--- src/rtl/intersection_phase_scheduler.sv ---
// Four-way intersection sequencer: GREEN/YELLOW/ALLRED/PED phases counted in ticks,
// with round-robin road selection by occupancy, pedestrian insertion and emergency preemption.
module intersection_phase_scheduler #(
    parameter int unsigned YELLOW_TIME = 3,
    parameter int unsigned ALLRED_TIME = 1,
    parameter int unsigned PED_TIME    = 10,
    parameter int unsigned MIN_GREEN   = 5
) (
    input  logic       clk,
    input  logic       reset,
    input  logic       tick,
    input  logic [7:0] tg_n,
    input  logic [7:0] tg_e,
    input  logic [7:0] tg_s,
    input  logic [7:0] tg_w,
    input  logic [3:0] occ,
    input  logic       ped_req,
    input  logic       em_req,
    input  logic [1:0] em_road,
    output logic [1:0] phase,
    output logic [1:0] green_road,
    output logic [2:0] n_light,
    output logic [2:0] e_light,
    output logic [2:0] s_light,
    output logic [2:0] w_light,
    output logic       walk,
    output logic [7:0] count,
    output logic       em_active,
    output logic       ped_pending,
    output logic       road_strobe
);

    typedef enum logic [1:0] {
        PH_ALLRED = 2'd0,
        PH_GREEN  = 2'd1,
        PH_YELLOW = 2'd2,
        PH_PED    = 2'd3
    } phase_t;

    localparam logic [7:0] C_YEL  = 8'(YELLOW_TIME);
    localparam logic [7:0] C_AR   = 8'(ALLRED_TIME);
    localparam logic [7:0] C_PED  = 8'(PED_TIME);
    localparam logic [7:0] C_MING = 8'(MIN_GREEN);

    phase_t          r_phase, w_phase_nx;
    logic [1:0]      r_road, w_road_nx, w_next_road;
    logic [7:0]      r_count, w_count_nx;
    logic            r_em, w_em_nx;
    logic            r_ped, w_ped_nx;
    logic            r_strobe, w_strobe_nx;
    logic            r_walk;
    logic [3:0][2:0] r_lights, w_lights_nx;
    logic [3:0][7:0] w_tg;
    logic            w_found;

    assign w_tg = {tg_w, tg_s, tg_e, tg_n};

    function automatic logic [7:0] clamp_green(input logic [7:0] tg);
        return (tg < C_MING) ? C_MING : tg;
    endfunction

    // First occupied road after the current one; the current road itself is tried last.
    always_comb begin
        w_next_road = r_road + 2'd1;
        w_found     = 1'b0;
        for (int unsigned k = 1; k <= 4; k++) begin
            if (!w_found && occ[2'(r_road + 2'(k))]) begin
                w_next_road = 2'(r_road + 2'(k));
                w_found     = 1'b1;
            end
        end
    end

    always_comb begin
        w_phase_nx  = r_phase;
        w_road_nx   = r_road;
        w_count_nx  = r_count;
        w_em_nx     = r_em;
        w_ped_nx    = r_ped | (ped_req && (r_phase != PH_PED));
        w_strobe_nx = 1'b0;
        unique case (r_phase)
            PH_GREEN: begin
                if (em_req && (em_road != r_road)) begin
                    w_phase_nx = PH_YELLOW;
                    w_count_nx = C_YEL;
                    w_em_nx    = 1'b0;
                end else if (em_req) begin
                    w_em_nx = 1'b1;
                end else if (r_em) begin
                    w_phase_nx = PH_YELLOW;
                    w_count_nx = C_YEL;
                    w_em_nx    = 1'b0;
                end else if (tick) begin
                    if (r_count > 8'd1) begin
                        w_count_nx = r_count - 8'd1;
                    end else begin
                        w_phase_nx = PH_YELLOW;
                        w_count_nx = C_YEL;
                    end
                end
            end
            PH_YELLOW: begin
                if (tick) begin
                    if (r_count > 8'd1) begin
                        w_count_nx = r_count - 8'd1;
                    end else begin
                        w_phase_nx = PH_ALLRED;
                        w_count_nx = C_AR;
                    end
                end
            end
            PH_PED: begin
                if (em_req) begin
                    // Interrupted walk is re-requested so it is served after the emergency.
                    w_phase_nx = PH_ALLRED;
                    w_count_nx = C_AR;
                    w_ped_nx   = 1'b1;
                end else if (tick) begin
                    if (r_count > 8'd1) begin
                        w_count_nx = r_count - 8'd1;
                    end else begin
                        w_phase_nx = PH_ALLRED;
                        w_count_nx = C_AR;
                    end
                end
            end
            PH_ALLRED: begin
                if (tick) begin
                    if (r_count > 8'd1) begin
                        w_count_nx = r_count - 8'd1;
                    end else if (em_req) begin
                        w_phase_nx  = PH_GREEN;
                        w_road_nx   = em_road;
                        w_count_nx  = clamp_green(w_tg[em_road]);
                        w_em_nx     = 1'b1;
                        w_strobe_nx = 1'b1;
                    end else if (r_ped) begin
                        w_phase_nx = PH_PED;
                        w_count_nx = C_PED;
                        w_ped_nx   = 1'b0;
                    end else begin
                        w_phase_nx  = PH_GREEN;
                        w_road_nx   = w_next_road;
                        w_count_nx  = clamp_green(w_tg[w_next_road]);
                        w_em_nx     = 1'b0;
                        w_strobe_nx = 1'b1;
                    end
                end
            end
        endcase
    end

    always_comb begin
        for (int unsigned r = 0; r < 4; r++) begin
            w_lights_nx[r] = 3'b001;
            if (w_road_nx == 2'(r)) begin
                if (w_phase_nx == PH_GREEN) begin
                    w_lights_nx[r] = 3'b100;
                end else if (w_phase_nx == PH_YELLOW) begin
                    w_lights_nx[r] = 3'b010;
                end
            end
        end
    end

    always_ff @(posedge clk or posedge reset) begin
        if (reset) begin
            r_phase  <= PH_ALLRED;
            r_road   <= '0;
            r_count  <= C_AR;
            r_em     <= 1'b0;
            r_ped    <= 1'b0;
            r_strobe <= 1'b0;
            r_walk   <= 1'b0;
            r_lights <= {4{3'b001}};
        end else begin
            r_phase  <= w_phase_nx;
            r_road   <= w_road_nx;
            r_count  <= w_count_nx;
            r_em     <= w_em_nx;
            r_ped    <= w_ped_nx;
            r_strobe <= w_strobe_nx;
            r_walk   <= (w_phase_nx == PH_PED);
            r_lights <= w_lights_nx;
        end
    end

    assign phase       = r_phase;
    assign green_road  = r_road;
    assign count       = r_count;
    assign em_active   = r_em;
    assign ped_pending = r_ped;
    assign road_strobe = r_strobe;
    assign walk        = r_walk;
    assign n_light     = r_lights[0];
    assign e_light     = r_lights[1];
    assign s_light     = r_lights[2];
    assign w_light     = r_lights[3];

endmodule

--- config.mk ---
export PLATFORM = sky130hd
export DESIGN_NAME = intersection_phase_scheduler
export DESIGN_NICKNAME = d
export VERILOG_FILES = /design/src/rtl/intersection_phase_scheduler.sv
export SDC_FILE = /design/constraint.sdc
export NUM_CORES = 1
export LEC_CHECK = 0
export BUFFER_PORTS_ARGS = -buffer_cell sky130_fd_sc_hd__buf_2
export CAP_MARGIN = 10
export CORE_ASPECT_RATIO = 1.5
export CORE_MARGIN = 3
export CORE_UTILIZATION = 25
export CTS_CLUSTER_SIZE = 10
export DETAILED_ROUTE_END_ITERATION = 8
export PLACE_DENSITY = 0.46
export SLEW_MARGIN = 20
export SYNTH_ARGS = -nofsm -noshare
export SYNTH_HDL_FRONTEND = slang
export SYNTH_SLANG_ARGS = --single-unit
--- constraint.sdc ---
create_clock -name clk -period 5.3 [get_ports clk]
set_input_delay 1.06 -clock clk [delete_from_list [all_inputs] [get_ports clk]]
set_output_delay 1.06 -clock clk [all_outputs]
set_load 0.01 [all_outputs]
==> flow_metrics.tcl <==
set metrics [dict create \
    r2r_start "count[0]$_DFFE_PP1P_" \
    sw_frac_of_total_pct 45.4 \
    ys.warnings.count 0 \
    clk_pin_slew_worst_paths_ps 70 \
    row_count 43 \
    cp-startpoint "occ[1]" \
    worst_pin_slew_ps 563 \
    endpoint_kind "register" \
    avgSynthCellArea_um2 8.87 \
    fillers 1013 \
    layout-drive-gt1-share_pct 26.8 \
    cp_max_fo 18 \
    cts_buffers 3 \
    busiest_layer "met2" \
    slew_viol_final 0 \
    cts_tree "built" \
    rsz0062_at_grt "false" \
    crit_arrival_ps 3370 \
    clockBufferDepth 2 \
    drt_wl_total_um 7500 \
    dr_total_vias 2373 \
    design_area_mm2 0.00301 \
    post_cts_buffers 0 \
    synth_nets 332 \
    multi_input_area_mm2 0.00161 \
    drv_cap 0 \
    h-tree-depth 1 \
    switchingPower_mw 0.628 \
    yosys-top-cells-area "dfrtp_1 23%, mux2i_1 8.9%, dfstp_2 5.3%" \
    met3_usage_pct 1.74 \
    grt_pass1_wl_um 11800 \
    cp_slowest_stage_delay_ps 470 \
    holdPathStages 2 \
    ys.flop_type "dfrtp_1" \
    max_freq_mhz 315 \
    critPathBufInv 3 \
    slew_headroom_pct 62.5 \
    die-area_mm2 0.0112 \
    p_seq_share_pct 26.8 \
    gr-total-overflow 0 \
    nets 396 \
    drc_errors 0 \
    p_clk_share_pct 16.7 \
    timing.critical_path.mode_cell "a211o_1" \
    diodes 0 \
    cts_hold_buf 0 \
    path_depth 10 \
    period_needed_ps 3170 \
    dpl_cell_area_mm2 0.00291 \
    netlist_area_mm2 0.00248 \
    numPortBuffers 70 \
    ir_drop_mv 0.139 \
    setup_tns_ps 0 \
    path_delay_family "compound AO/OA/AOI/OAI gates" \
    die_h_um 128 \
    cts.sinks 28 \
    start_kind "input port" \
    hpwl_um 5920 \
    area_growth_pct 21.3 \
    postSynthCellCount 280 \
    setup_viol 0 \
    core_area_mm2 0.00947 \
    hold_path_class "reg -> reg" \
    synth_top_area_share_pct 23.2 \
    met1_usage_pct 15.4 \
    ctsResizeCount 0 \
    root_buffer "clkbuf_16" \
    area.sequential_um2 707 \
    combPwrFrac_pct 56.5 \
    fin_skew_ps 6.21 \
    worstRegToRegCells 13 \
    synth.largest_area_cell "dfrtp_1" \
    p_per_area_mw_per_mm2 459 \
    fin_crit_sh_pct 59.9 \
    min-delay-start "em_active$_DFFE_PP0P_" \
    p_int_mw 0.754 \
    synth_seq_area_share_pct 28.5 \
    num_io_pins 71 \
    initial_core_util_pct 26.2 \
    synth_cell_types 54 \
    crit_slowest_cell "or4b_1" \
    dr.pass1.iters 4 \
    die_w_um 87.4 \
    cp_cell_sequence "buf_2, inv_2, o22ai_1, a222oi_1, buf_4, nor2b_1, a211o_1, a211o_1, or4b_1, a31oi_1" \
    grt_pass1_vias 2417 \
    antenna_found_initial 0 \
    critical_path_class "in -> reg" \
    grtUsageMet2_pct 24.6 \
    status "complete, no violations" \
    p_leak_nw 1.36 \
    post_drt_wl_per_cell_um 16.5 \
    clock_latency_ps 270 \
    ys_ff_latch 28 \
    drtIter0Drc 162 \
    gp_congestion 0.871 \
    grt_max_degree 29 \
    synthArstFlopShare_pct 100 \
    ant_nets 0 \
    synth-edff-count 0 \
    finalHoldViolCount 0 \
    grtUsageTotal_pct 13.4 \
    viasPerCell 5.22 \
    required_ps 5500 \
]
## metal layers
layer,vias to the layer above,wire length [um]
li1,1186,-
met1,1116,2980
met2,64,4110
met3,7,295
met4,0,113
met5,-,0
## flip-flops by register name, summed over array words and instances, names as in the netlist
| signal | count |
|---|---|
| em_active | 1 |
| n_light | 3 |
| road_strobe | 1 |
| s_light | 3 |
| count | 8 |
| phase | 2 |
| green_road | 2 |
| ped_pending | 1 |
| w_light | 3 |
| e_light | 3 |
| walk | 1 |
## power groups by stage
stage	combinational (mW)	sequential, mW	clock, mW
after floorplan	0.571	0.363	0
after global placement	0.785	0.376	0
after detailed placement	0.782	0.377	0
after CTS	0.785	0.372	0.238
after global routing	0.865	0.383	0.244
final	0.781	0.371	0.231
## tightest hold or removal path, delay by kind of cell, from the launching register on
| family | cells | cell delay [ps] |
|---|---|---|
| flops | 1 | 400 |
| compound gates | 2 | 150 |
## metrics by stage
stage               total power [mW]  setup slack, ps  std cells  hold WS (ps)  utilization (%)
floorplan                      0.934             2150        280           574                -
global placement                1.16             1830        451           575             30.7
detailed placement              1.16             1820        451           587             30.7
CTS                             1.40             2110        455           599             31.8
global route                    1.49             1970        455           633             31.8
finish                          1.38             2130        455           592             31.8
## synth_stat cells, types with 2 or more instances
master and instances:
nand3_1 6, buf_4 3, a21o_1 6, nor2b_1 2, mux2i_1 22, dfrtp_1 23, o21ai_0 23, o31ai_1 2
o2bb2ai_1 2, or3_1 3, clkbuf_1 4, a22oi_1 5, nor3_1 11, a31oi_1 5, a22o_1 2, nand2_1 14
a21oi_1 15, a211o_1 3, a211oi_1 6, buf_6 3, nor2_1 24, o21a_1 2, a221oi_1 3, mux4_2 3
o22a_1 2, nand3b_1 2, mux4_1 5, nand2b_1 5, ha_1 9, o21ai_1 2, xnor2_1 2, dfstp_2 5
nor4_1 4, xor2_1 3, or2_1 2, buf_2 5, inv_1 18, o22ai_1 8
## final timing paths
kind | end | slack (ps)
setup / recovery | count[2]$_DFFE_PP0P_ | 2130
hold / removal | em_active$_DFFE_PP0P_ | 590
setup reg to reg | n_light[0]$_DFF_PP1_ | 2370
hold reg to reg | em_active$_DFFE_PP0P_ | 590
max in group asynchronous | e_light[0]$_DFF_PP1_ | 4150
min in group asynchronous | em_active$_DFFE_PP0P_ | 840
## logic make-up after synthesis
kind of cell	count (synthesis)	share of synthesized area [%]
xor gates and xnor gates	5	1.76
adders and majority gates	9	4.53
AOI/OAI and AO/OA	95	25.2
muxes	30	16.9
buffers and inverters	34	6.75
DFF	28	28.5
and+or+nand+nor	79	16.4
## layout by cell type, fill, tap and decap left out, types with 5 or more instances in the layout
cell type and n:
a22oi_1 5, mux2i_1 22, dfstp_2 5, o22ai_1 8, dfrtp_1 23, o21ai_0 23, nand2b_1 5, nand3_1 6
a31oi_1 5, ha_1 9, nand2_1 14, inv_1 18, mux4_1 5, nor2_1 24, a21o_1 6, buf_2 70
a211oi_1 6, a21oi_1 15, nor3_1 11
## layout make-up
class | instances | share of cell area, %
Multi-Input combinational cell | 218 | 53.4
Sequential cell | 28 | 23.5
Timing Repair Buffer | 74 | 12.6
Tap cell | 112 | 4.65
Clock buffer | 3 | 2.49
Inverter | 19 | 2.37
Clock inverter | 1 | 0.997
Power figures use the tool's default switching activity.
